<file path="src/rtl/bytestriping_n_pkg.sv">
`default_nettype none
// ============================================================
// bs_pkg : shared defaults, fill-state encoding, index width
// Rev 1.0
// ============================================================
package bs_pkg;

  localparam int unsigned DEF_DATA_W = 32;
  localparam int unsigned DEF_LANES  = 4;
  localparam int unsigned DEF_CNT_W  = 16;

  typedef enum logic [0:0] {
    IDLE = 1'b0,
    FILL = 1'b1
  } fill_state_t;

  // Lane-index width; never below 1 so a 2-lane build still has a pointer bit.
  function automatic int unsigned clog2(input int unsigned n);
    int unsigned w;
    w = 1;
    while ((1 << w) < n) w++;
    return w;
  endfunction

endpackage
`default_nettype wire

</file>
<file path="src/rtl/bytestriping_n_if.sv">
`default_nettype none
// ============================================================
// bytestriping_n_if : word-in / stripe-out bus of the striper
// Rev 1.0
// ============================================================
interface bytestriping_n_if
  import bs_pkg::*;
#(
  parameter int DATA_W = DEF_DATA_W,
  parameter int LANES  = DEF_LANES,
  parameter int CNT_W  = DEF_CNT_W
);

  logic [DATA_W-1:0]       data_in;
  logic                    valid_in;
  logic                    last_in;
  logic                    ready_in;
  logic [LANES-1:0]        lane_en;
  logic [LANES*DATA_W-1:0] lanes_out;
  logic [LANES-1:0]        valid_out;
  logic                    ready_out;
  logic [CNT_W-1:0]        stripes_out;

  modport master (
    output data_in, valid_in, last_in, lane_en, ready_out,
    input  ready_in, lanes_out, valid_out, stripes_out
  );

  modport slave (
    input  data_in, valid_in, last_in, lane_en, ready_out,
    output ready_in, lanes_out, valid_out, stripes_out
  );

endinterface
`default_nettype wire

</file>
<file path="src/rtl/bytestriping_n_lane_sel.sv">
`default_nettype none
// ============================================================
// bs_lane_sel : next-enabled-lane / first-lane finder
// Rev 1.0
// ============================================================
module bs_lane_sel
  import bs_pkg::*;
#(
  parameter  int LANES = DEF_LANES,
  localparam int LW    = clog2(LANES)
) (
  input  logic [LANES-1:0] mask,
  input  logic [LW-1:0]    ptr,
  output logic [LW-1:0]    next_ptr,
  output logic             is_last_lane,
  output logic [LW-1:0]    first_lane
);

  always_comb begin
    first_lane = '0;
    for (int i = LANES - 1; i >= 0; i--) begin
      if (mask[i]) first_lane = LW'(i);
    end
  end

  // Scanning downward leaves the lowest enabled lane above ptr.
  always_comb begin
    next_ptr     = ptr;
    is_last_lane = 1'b1;
    for (int i = LANES - 1; i >= 0; i--) begin
      if (mask[i] && (LW'(i) > ptr)) begin
        next_ptr     = LW'(i);
        is_last_lane = 1'b0;
      end
    end
  end

endmodule
`default_nettype wire

</file>
<file path="src/rtl/bytestriping_n.sv">
`default_nettype none
// ============================================================
// bytestriping_n : round-robin word striper over LANES lanes
// Rev 1.0
// ============================================================
module bytestriping_n
  import bs_pkg::*;
#(
  parameter int DATA_W = DEF_DATA_W,
  parameter int LANES  = DEF_LANES,
  parameter int CNT_W  = DEF_CNT_W
) (
  input  logic             clk_f,
  input  logic             reset,
  bytestriping_n_if.slave  bus
);

  localparam int LW = clog2(LANES);

  fill_state_t             r_state;
  fill_state_t             w_state_nxt;
  logic [LANES-1:0]        r_mask;
  logic [LANES-1:0]        r_written;
  logic [LW-1:0]           r_ptr;
  logic [DATA_W-1:0]       r_fill [LANES];
  logic [LANES*DATA_W-1:0] r_lanes;
  logic [LANES-1:0]        r_valid_out;
  logic [CNT_W-1:0]        r_stripes;

  logic [LANES-1:0]        w_mask;
  logic [LANES-1:0]        w_ptr_bit;
  logic [LANES-1:0]        w_vout_nxt;
  logic [LW-1:0]           w_ptr;
  logic [LW-1:0]           w_next_ptr;
  logic [LW-1:0]           w_first_lane;
  logic                    w_is_last;
  logic [LANES*DATA_W-1:0] w_lanes_nxt;
  logic                    w_out_valid;
  logic                    w_accept;
  logic                    w_done;
  logic                    w_xfer;

  // In IDLE the live lane_en is used so a new stripe sees the current mask.
  assign w_mask = (r_state == IDLE)
                ? ((bus.lane_en == '0) ? LANES'(1) : bus.lane_en)
                : r_mask;
  assign w_ptr     = (r_state == IDLE) ? w_first_lane : r_ptr;
  assign w_ptr_bit = LANES'(1) << w_ptr;

  bs_lane_sel #(.LANES(LANES)) u_lane_sel (
    .mask         (w_mask),
    .ptr          (w_ptr),
    .next_ptr     (w_next_ptr),
    .is_last_lane (w_is_last),
    .first_lane   (w_first_lane)
  );

  assign w_out_valid  = |r_valid_out;
  assign bus.ready_in = !w_out_valid || bus.ready_out;
  assign w_accept     = bus.valid_in && bus.ready_in;
  assign w_done       = w_accept && (w_is_last || bus.last_in);
  assign w_xfer       = w_out_valid && bus.ready_out;

  always_ff @(posedge clk_f or negedge reset) begin
    if (!reset) r_state <= IDLE;
    else        r_state <= w_state_nxt;
  end

  always_comb begin
    w_state_nxt = r_state;
    if (w_accept) w_state_nxt = w_done ? IDLE : FILL;
  end

  always_ff @(posedge clk_f or negedge reset) begin
    if (!reset) begin
      r_mask    <= '0;
      r_ptr     <= '0;
      r_written <= '0;
    end else if (w_accept) begin
      if (w_done) begin
        r_written <= '0;
      end else begin
        r_written <= r_written | w_ptr_bit;
        r_ptr     <= w_next_ptr;
        r_mask    <= w_mask;
      end
    end
  end

  // Fill data needs no reset: r_written gates which entries are ever used.
  always_ff @(posedge clk_f) begin
    if (w_accept) r_fill[w_ptr] <= bus.data_in;
  end

  always_comb begin
    w_vout_nxt  = r_written | w_ptr_bit;
    w_lanes_nxt = '0;
    for (int i = 0; i < LANES; i++) begin
      if (w_ptr == LW'(i))  w_lanes_nxt[i*DATA_W +: DATA_W] = bus.data_in;
      else if (r_written[i]) w_lanes_nxt[i*DATA_W +: DATA_W] = r_fill[i];
    end
  end

  // A completing word overrides a same-cycle transfer so there is no bubble.
  always_ff @(posedge clk_f or negedge reset) begin
    if (!reset) begin
      r_lanes     <= '0;
      r_valid_out <= '0;
    end else if (w_done) begin
      r_lanes     <= w_lanes_nxt;
      r_valid_out <= w_vout_nxt;
    end else if (w_xfer) begin
      r_lanes     <= '0;
      r_valid_out <= '0;
    end
  end

  always_ff @(posedge clk_f or negedge reset) begin
    if (!reset)      r_stripes <= '0;
    else if (w_xfer) r_stripes <= r_stripes + CNT_W'(1);
  end

  assign bus.lanes_out   = r_lanes;
  assign bus.valid_out   = r_valid_out;
  assign bus.stripes_out = r_stripes;

endmodule
`default_nettype wire

</file>
<file path="src/flat_wrapper.sv">
// flat-port wrapper written by rule: the top's interface ports become plain ports
module bytestriping_n_flat import bs_pkg::*;
#(
  parameter int DATA_W = DEF_DATA_W,
  parameter int LANES  = DEF_LANES,
  parameter int CNT_W  = DEF_CNT_W
)
  (clk_f, reset, bus_data_in, bus_valid_in, bus_last_in, bus_lane_en, bus_ready_out, bus_ready_in, bus_lanes_out, bus_valid_out, bus_stripes_out);
  bytestriping_n_if #(.DATA_W(DATA_W), .LANES(LANES), .CNT_W(CNT_W)) bus_i ();
  input  logic clk_f;
  input  logic reset;
  input wire logic [$bits(bus_i.data_in)-1:0] bus_data_in;
  input wire logic [$bits(bus_i.valid_in)-1:0] bus_valid_in;
  input wire logic [$bits(bus_i.last_in)-1:0] bus_last_in;
  input wire logic [$bits(bus_i.lane_en)-1:0] bus_lane_en;
  input wire logic [$bits(bus_i.ready_out)-1:0] bus_ready_out;
  output wire logic [$bits(bus_i.ready_in)-1:0] bus_ready_in;
  output wire logic [$bits(bus_i.lanes_out)-1:0] bus_lanes_out;
  output wire logic [$bits(bus_i.valid_out)-1:0] bus_valid_out;
  output wire logic [$bits(bus_i.stripes_out)-1:0] bus_stripes_out;
  assign bus_i.data_in = bus_data_in;
  assign bus_i.valid_in = bus_valid_in;
  assign bus_i.last_in = bus_last_in;
  assign bus_i.lane_en = bus_lane_en;
  assign bus_i.ready_out = bus_ready_out;
  assign bus_ready_in = bus_i.ready_in;
  assign bus_lanes_out = bus_i.lanes_out;
  assign bus_valid_out = bus_i.valid_out;
  assign bus_stripes_out = bus_i.stripes_out;
  bytestriping_n #(.DATA_W(DATA_W), .LANES(LANES), .CNT_W(CNT_W)) u_core (.clk_f(clk_f), .reset(reset), .bus(bus_i));
endmodule
</file>
<file path="config.mk">
export PLATFORM = sky130hd
export DESIGN_NAME = bytestriping_n_flat
export DESIGN_NICKNAME = d
export VERILOG_FILES = /design/src/rtl/bytestriping_n_pkg.sv /design/src/rtl/bytestriping_n_if.sv /design/src/rtl/bytestriping_n_lane_sel.sv /design/src/rtl/bytestriping_n.sv /design/src/flat_wrapper.sv
export SDC_FILE = /design/constraint.sdc
export NUM_CORES = 1
export LEC_CHECK = 0
export BUFFER_PORTS_ARGS = -buffer_cell sky130_fd_sc_hd__buf_2
export CAP_MARGIN = 25
export CORE_UTILIZATION = 55
export CTS_CLUSTER_SIZE = 28
export DETAILED_ROUTE_END_ITERATION = 10
export GPL_ROUTABILITY_DRIVEN = 0
export PLACE_DENSITY = 0.87
export SLEW_MARGIN = 10
export SYNTH_ARGS = -nofsm -noshare
export SYNTH_HDL_FRONTEND = slang
export SYNTH_SLANG_ARGS = --single-unit
</file>
<file path="constraint.sdc">
create_clock -name clk_f -period 4.8 [get_ports clk_f]
set_input_delay 0.24 -clock clk_f [delete_from_list [all_inputs] [get_ports clk_f]]
set_output_delay 0.24 -clock clk_f [all_outputs]
set_load 0.02 [all_outputs]
</file>
==> metrics.sh, run 1 <==
FLOW.AREA_GROWTH_FROM_SYNTHESIS_PCT=18.76
TIMING.CLOCK.SKEW_NS=0.007918
CRITICAL-PATH-MAX-STAGE-DELAY_NS=0.59
LAYOUT-DRIVE-GT1-SHARE_PCT=22.69
TRITONCTS='yes'
VIAS_PER_CELL=5.834
FRACTION_OF_THE_CYCLE_THE_FINAL_WORST_PATH_NEEDS_PCT=64.88
IR_WORST_VDD_mV=0.4669
PWR_DENSITY_CELL_nW_PER_UM2=672.5
DRT-TOTAL-WL_MM=30.56
GLOBALROUTETOTALUTIL_PCT=26.47
NUMBER_OF_ITERATIONS_IN_THE_FIRST_DETAILED_ROUTING_PASS=5
SLEW-LIMIT-HEADROOM_PCT=33.14
CRITICAL_PATH_REQUIRED_NS=5.25
NUMBER_OF_VIOLATIONS_OF_THE_MAX_CAPACITANCE_LIMIT=0
CLOCK_PIN_SLEW_OF_THE_REGISTERS_ON_THE_WORST_CASE_SETUP_AND_HOLD_PATHS_NS=0.06
GRT_FIRST_PASS_WIRELENGTH_MM=48.91
CELL_INTERNAL_PWR_uW=6126
CLOCK-ROOT-BUFFER='sky130_fd_sc_hd__clkbuf_16'
GR_MET1_DEMAND_RESOURCE_PCT=36.08
CRITICAL_PATH_ARRIVAL_NS=3.56
FINAL_CORE_UTIL_PCT=67.59
P_SW_uW=3916
EFFECTIVE_UTILIZATION_AT_FLOORPLAN_PCT=56.91
REPORT.POWER.TOTAL_uW=10040
POST-ROUTE-WORST-SETUP-SLACK_NS=1.686
SWITCHING_SHARE_PCT=39.00
STATUS='completed'
GRT_ANTENNA_BEFORE_REPAIR=0
HP-CLASS='input pin to flop'
WORST-SETUP-PATH-TYPE='flop to flop'
SYNTH_AREA_LEADERS='sky130_fd_sc_hd__dfrtp_1 31%, sky130_fd_sc_hd__edfxtp_1 31%, sky130_fd_sc_hd__mux2i_1 18%, sky130_fd_sc_hd__nand2_1 5.2%, sky130_fd_sc_hd__and2_1 4.8%'
SYNTHESIS.INSTANCES=1003
VIA_COUNT=8652
FMAXACHIEVABLE_GHz=0.3211
GRT_START_MAX_NET_PINS=94
SETUP-TNS-FINAL_NS=0
DESIGN.PORTCOUNT=190
COUNT_OF_NETS_LEFT_WITH_ANTENNA_VIOLATIONS_AFTER_DETAIL_ROUTING=0
SYNTH-SEQ-CELLS=286
YOSYSWARNINGCOUNT=0
CP_CELL_SEQUENCE='nor2b_1 > a221oi_4 > o32a_2 > nand2_8 > buf_4 > mux2i_1'
RSZ0062_AT_GRT='false'
DRTITER0DRC=800
FLOORPLAN.CORE_AREA_SQ_UM=22090
CRITPATHBUFINV=1
TIMING_MAX_TRANSITION_VIOLATIONS_FINAL=0
SYNTH_CELL_TYPES=41
CLOCK_SINK_COUNT=286
POST-ROUTE-MIN-PERIOD_NS=3.114
DETAIL_ROUTE.WL_PER_CELL_MICRONS=20.61
SETUP-VIOLATIONS-FINAL=0
CLOCK_POWER_SHARE_PCT=23.5
CTS_SETUP_BUFFERS=0
SEQ_AREA_FRAC_SYNTH_PCT=62.01
SYNTH_TOP_AREA_SHARE_PCT=31.44
DIE_H_MICRONS=153.2
TRITONCTS.NUM_BUFFERS=29
GLOBALROUTE.BUSIESTLAYER='met2'
VIAS_IN_THE_FIRST_GLOBAL_ROUTE=8809
POWER.SHARE.SEQUENTIAL_PCT=37.3
CP_TOP_FAMILY='simple AND/OR/NAND/NOR gates'
PORTBUFFERS=189
TIMING.CRITICAL_PATH.FANOUT_MAX=93
PLACE_WORST_SETUP_SLACK_NS=1.658
FINAL-HOLD-VIOLATION-COUNT=0
NUM-NETS-FINAL=1223
CRITICAL_PATH.STARTPOINT_TYPE='flop'
POST_SYNTH_INSTANCE_AREA_SQ_UM=12570
CLK-INSERTION-DELAY-LATE_NS=0.54
CLOCK_PATH_BUFFERS=3
OVERALL_DIE_WIDTH_MICRONS=153.2
GRT_UTIL_MET3_PCT=5.047
GRT_OVERFLOW_TOTAL=0
INSERTEDDIODECOUNT=0
GRT_USE_MET2_PCT=43.44
DRC_ERRORS=0
WORSTMARGINPINSLEW_NS=1.003
SYNTH_TOP_AREA_CELL='sky130_fd_sc_hd__dfrtp_1'
ROWS=54
SYN_AREA_PER_CELL_SQ_UM=12.54
POWER.STATIC_LEAKAGE_uW=0.007232
CRITPATHCAPTURETYPE='flop'
COMB_POWER_SHARE_PCT=39.2
SLOWEST_STAGE='sky130_fd_sc_hd__nand2_8'
SYNTH.NET_COUNT=1045
PLACE_HPWL_MM=18.77
CTS-HTREE-LEVELS=1
FLOORPLAN.DIE_AREA_SQ_UM=23470
==> flip-flops by register name, indices dropped and copies added, names as in the netlist <==
register / count
u_core.bus.lanes_out: 128
u_core.bus.stripes_out: 16
u_core.bus.valid_out: 4
u_core.r_fill: 128
u_core.r_mask: 3
u_core.r_ptr: 2
u_core.r_state: 1
u_core.r_written: 4
==> placed cells by master (no fill, tap or decap), drive strengths merged, types with 6 or more instances in the layout <==
cell type	Yosys	final
buf	33	208
mux2i	225	225
clkbuf	34	38
nor2	15	15
a21oi	37	37
dfrtp	158	158
nand2	176	176
edfxtp	128	128
inv	6	6
dlygate4sd3	0	6
a31oi	32	32
xnor2	11	11
nor3	6	6
and2	96	96
clkinv	0	9
==> cell families (layout without fill, tap and decap cells) <==
family,count (synthesis),count (layout),share of synthesized area (%)
xor gates and xnor gates,15,15,1.045
adders and majority gates,1,1,0.09949
muxes,229,229,18.27
AOI/OAI and AO/OA,88,88,4.358
buffers and inverters,73,273,2.557
and+or+nand+nor,311,311,11.66
DFF,286,286,62.01
==> synthesized netlist by cell type (all sizes together) <==
master and n:
a21oi 37, clkbuf 34, xor2 4, nor2b 2
and2 96, o211ai 1, or2 1, and3 2
inv 6, mux2i 225, a221o 1, xnor2 11
nor4 2, buf 33, a221oi 1, edfxtp 128
o32a 1, ha 1, o31ai 1, nand2b 2
nor2 15, o41ai 1, a31oi 32, or3 2
a211o 1, a21o 1, dfrtp 158, o2bb2ai 4
nand2 176, mux2 4, nand4 4, nand3 3
o21ai 1, nor3 6, o32ai 1, o21a 5
==> metal layers <==
layer	routed length, microns	part of all wire, %	vias to the layer above
met1	12950	42	4342
li1	-	-	3880
met3	2121	6.9	54
met5	0	0	-
met4	766	2.5	0
met2	14730	48	376
==> path summary, 6_finish.rpt <==
kind	from	to	slack, ns	depth (start not counted)
hold reg to reg	u_core.bus.stripes_out[15]	u_core.bus.stripes_out[15]	0.47	1
setup reg to reg	u_core.r_state	u_core.bus.lanes_out[35]	1.69	6
min in group asynchronous	reset	u_core.bus.lanes_out[40]	0.30	2
setup / recovery	u_core.r_state	u_core.bus.lanes_out[35]	1.69	6
hold / removal	bus_data_in[6]	u_core.r_fill[1][6]	0.01	1
max in group asynchronous	reset	u_core.bus.lanes_out[118]	3.17	3
==> final cells by class <==
cell class	count	area, sq um
well taps	280	350.3
multi-input cells	644	4536
repair buffers	214	1222
clock buffers	38	799.5
flip-flops and latches	286	7799
clock inverters	15	203.9
fillers	1585	7161
inverters	6	22.52
==> metrics by stage <==
step / cells / cell area, sq um / hold slack, ns
after global routing: 1483 / 14930 / 0.005382
after global placement: 1419 / 13760 / 0.3143
after CTS: 1480 / 14860 / 0.00003075
final: 1483 / 14930 / 0.01271
after floorplan: 1003 / 12570 / -0.05559
after detailed placement: 1421 / 13800 / 0.3238
==> power groups by stage <==
stage | Sequential (uW) | Combinational (uW) | Clock (uW)
after floorplan | 4180 | 2160 | 0
after global placement | 3790 | 3680 | 0
after global routing | 3810 | 4220 | 2480
final | 3740 | 3940 | 2360
after CTS | 3770 | 3870 | 2390
after detailed placement | 3800 | 3820 | 0
==> timing repair <==
item                                   4_1_cts  5_1_grt
endpoints found under the hold margin       85        0
gates resized for setup                      0        0
hold buffers                                 6        0
Note: power is estimated with default switching activity, not from simulation.
==> run 2: changes to the inputs <==
--- a/config.mk
+++ b/config.mk
@@ -7,7 +7,7 @@
 export LEC_CHECK = 0
 export BUFFER_PORTS_ARGS = -buffer_cell sky130_fd_sc_hd__buf_2
 export CAP_MARGIN = 25
-export CORE_UTILIZATION = 55
+export CORE_UTILIZATION = 52
 export CTS_CLUSTER_SIZE = 28
 export DETAILED_ROUTE_END_ITERATION = 10
 export GPL_ROUTABILITY_DRIVEN = 0
==> constraint.sdc (replaced) <==
create_clock -name clk_f -period 2.8 [get_ports clk_f]
set_input_delay 0.14 -clock clk_f [delete_from_list [all_inputs] [get_ports clk_f]]
set_output_delay 0.14 -clock clk_f [all_outputs]
set_load 0.02 [all_outputs]
==> run 2 against run 1 <==
Compared with the run above:
- clock skew up 0.0038 ns
- clock power up 58%
- die area up 5.7%
- maximum frequency up 22%
- cell area up 3.1%
- critical endpoint is now u_core.bus.lanes_out[21]
- first-iteration DRC count down 1.3%
- critical path type unchanged
- sequential share of layout area down 1.6 points
- global-route usage down 1.2 points
- power up 70%
- non-clock buffer count up 44
==> metrics.sh, run 2 (synthesized netlist as in run 1, its figures left out) <==
CRITICAL_PATH.STARTPOINT_TYPE='flop'
CELL_INTERNAL_PWR_uW=10410  # +70%
GRT_ANTENNA_BEFORE_REPAIR=1  # +1
IR_WORST_VDD_mV=0.6986  # +50%
GRT_OVERFLOW_TOTAL=0  # unchanged
VIA_COUNT=8708  # +0.65%
FLOORPLAN.CORE_AREA_SQ_UM=23610  # +6.9%
DESIGN.PORTCOUNT=190  # unchanged
CP-STARTPOINT='u_core.r_state'
POWER.STATIC_LEAKAGE_uW=0.007420  # +2.6%
CLOCK_PIN_SLEW_OF_THE_REGISTERS_ON_THE_WORST_CASE_SETUP_AND_HOLD_PATHS_NS=0.07  # about the same
PWR_DENSITY_CELL_nW_PER_UM2=1111  # +65%
SLEW-LIMIT-HEADROOM_PCT=44.00  # +11 points
POWER.SHARE.SEQUENTIAL_PCT=37.5  # +0.2 points
WORST-SETUP-PATH-TYPE='flop to flop'
CRITPATHBUFINV=2  # +1
DRC_ERRORS=0  # unchanged
WORSTSETUPENDPOINT='u_core.bus.lanes_out[21]'
WORST-PATH-STAGES=7  # +1
CRIT-REG2REG-LAUNCH='u_core.r_state'
CP_TOP_FAMILY='simple AND/OR/NAND/NOR gates'
REG2REG_DEPTH=7  # +1
CP_CELL_SEQUENCE='nor2b_1 > a221oi_4 > buf_12 > nor2_4 > buf_4 > mux2i_1 > mux2i_1'
CLOCK_PATH_BUFFERS=3  # unchanged
WORST_HOLD_SLACK_NS=0.08129  # +0.06858 ns
SETUP-VIOLATIONS-FINAL=0  # unchanged
LAYOUT-DRIVE-GT1-SHARE_PCT=22.45  # -0.24 points
FINISH.CELL_COUNT_WITHOUT_FILLERS=1566  # +5.6%
CRITPATHCAPTURETYPE='flop'
EFFECTIVE_UTILIZATION_AT_FLOORPLAN_PCT=53.25  # -3.7 points
CRITICAL_PATH_ARRIVAL_NS=2.94  # -0.62 ns
TRITONCTS='yes'
STATUS='completed'
P_SW_uW=6707  # +71%
R2R_SLACK_NS=0.25  # -1.43 ns
NUMBER_OF_PLACED_CELLS_COUNTING_WELL_TAPS=1475  # +3.8%
RSZ0062_AT_GRT='false'
VIAS_PER_CELL=5.561  # -4.7%
REPORT.POWER.TOTAL_uW=17120  # +70%
TIMING_MAX_TRANSITION_VIOLATIONS_FINAL=0  # unchanged
DIE_H_MICRONS=157.5  # +2.8%
HP-CLASS='input pin to asynchronous set/reset pin'
WORST_PATH_MOST_REPEATED_CELL='sky130_fd_sc_hd__mux2i_1'
CLOCK_SINK_COUNT=286  # unchanged
COUNT_OF_NETS_LEFT_WITH_ANTENNA_VIOLATIONS_AFTER_DETAIL_ROUTING=0  # unchanged
SETUP-TNS-FINAL_NS=0  # unchanged
CRITICAL-PATH-MAX-STAGE-DELAY_NS=0.60  # about the same
MOST_COMMON_CELL_AFTER_LAYOUT_FILL_AND_TAPS_ASIDE='sky130_fd_sc_hd__mux2i_1'
NUMBER_OF_ITERATIONS_IN_THE_FIRST_DETAILED_ROUTING_PASS=5  # unchanged
PORTBUFFERS=189  # unchanged
FLOW.AREA_GROWTH_FROM_SYNTHESIS_PCT=22.47
SLOWEST_STAGE='sky130_fd_sc_hd__dfrtp_1'
GRT_FIRST_PASS_WIRELENGTH_MM=48.28  # -1.3%
OVERALL_DIE_WIDTH_MICRONS=157.5  # +2.8%
FINAL-HOLD-VIOLATION-COUNT=0  # unchanged
DETAIL_ROUTE.WL_PER_CELL_MICRONS=19.68  # -4.5%
CLK-INSERTION-DELAY-LATE_NS=0.53  # about the same
CTS-HTREE-LEVELS=1  # unchanged
PLACEDINSTANCEAREA_SQ_UM=14100  # +2.2%
COMB_POWER_SHARE_PCT=40.8  # +1.6 points
INSERTEDDIODECOUNT=0  # unchanged
FMAXACHIEVABLE_GHz=0.3929  # +22%
WORSTMARGINPINSLEW_NS=0.8400  # -0.1629 ns
FLOORPLAN.DIE_AREA_SQ_UM=24810  # +5.7%
R2R-END='u_core.bus.lanes_out[21]'
LAYOUT.FILLER_CELLS=1742  # +9.9%
CLOCK-ROOT-BUFFER='sky130_fd_sc_hd__clkbuf_16'
CLOCK_POWER_SHARE_PCT=21.7  # -1.8 points
GRT_START_MAX_NET_PINS=81  # -14%
TIMING.CLOCK.SKEW_NS=0.01176  # +0.003840 ns
ROWS=56  # +3.7%
DRT-TOTAL-WL_MM=30.82  # +0.86%
FRACTION_OF_THE_CYCLE_THE_FINAL_WORST_PATH_NEEDS_PCT=90.90  # +26 points
VIAS_IN_THE_FIRST_GLOBAL_ROUTE=8872  # +0.72%
TRITONCTS.NUM_BUFFERS=29  # unchanged
POST-ROUTE-CELL-AREA_SQ_UM=15400  # +3.1%
GLOBALROUTETOTALUTIL_PCT=25.26  # -1.2 points
POST-ROUTE-MIN-PERIOD_NS=2.545  # -0.5690 ns
NUMBER_OF_VIOLATIONS_OF_THE_MAX_CAPACITANCE_LIMIT=0  # unchanged
DRTITER0DRC=790  # -1.3%
PLACE_HPWL_MM=19.33  # +3.0%
TIMING.CRITICAL_PATH.FANOUT_MAX=43  # -54%
CRITICAL_PATH_REQUIRED_NS=3.20  # -2.05 ns
SWITCHING_SHARE_PCT=39.19  # +0.19 points
LAYOUT_COMMON_CELLS='225 x sky130_fd_sc_hd__mux2i_1, 188 x sky130_fd_sc_hd__buf_2, 174 x sky130_fd_sc_hd__nand2_1, 157 x sky130_fd_sc_hd__dfrtp_1, 128 x sky130_fd_sc_hd__edfxtp_1'
NUM-NETS-FINAL=1267  # +3.6%
run 2: worst register-to-register path: cells and delay by family, from the launching register on:
kind                   cells  cell delay (ns)
buffers and inverters      2             0.52
and+or+nand+nor            2             0.83
DFF                        1             0.60
AOI/OAI and AO/OA          1             0.09
muxes                      2             0.37
run 2: final cells by class:
type	instances	area (sq um)	area share, %
Sequential cell	286	7799	50.64
Tap cell	319	399.1	2.592
Clock inverter	13	112.6	0.7312
Clock buffer	40	798.3	5.184
Inverter	6	22.52	0.1462
Multi-Input combinational cell	644	4548	29.53
Timing Repair Buffer	258	1720	11.17
run 2: worst min-delay path by stage:
stage | to | depth (start not counted)
after floorplan | u_core.bus.lanes_out[0] | 0
after global placement | u_core.bus.lanes_out[21] | 1
after detailed placement | u_core.bus.lanes_out[21] | 1
after CTS | u_core.bus.lanes_out[21] | 2
after global routing | u_core.r_ptr[1] | 3
final | u_core.bus.lanes_out[21] | 2
run 2: timing repair:
action                                 4_1_cts  5_1_grt
setup buffers                                0        0
endpoints found under the hold margin      176        0
gates resized for setup                      0        0
hold buffers                                37        0
run 2: routing by layer:
layer / track usage (%) / vias up / wire, microns
li1: - / 3962 / -
met1: 34.72 / 4319 / 13170
met2: 40.56 / 362 / 14530
met3: 4.405 / 63 / 2318
met4: 8.692 / 2 / 792
met5: 0 / - / 13
run 2: per-stage QoR:
stage,setup WS (ns),utilization (%)
final,0.2548,65.22
after global routing,0.03154,65.22
after CTS,0.2674,65.15
after detailed placement,0.2705,59.73
after global placement,0.4791,59.73
after floorplan,-0.4482,-
run 2: power by group through the flow:
| stage | Sequential [uW] | Clock, uW | Combinational (uW) |
|---|---|---|---|
| after floorplan | 7160 | 0 | 3710 |
| after global placement | 6440 | 0 | 6670 |
| after detailed placement | 6490 | 0 | 6870 |
| after CTS | 6440 | 3780 | 6960 |
| after global routing | 6540 | 3930 | 7520 |
| final | 6420 | 3720 | 6980 |
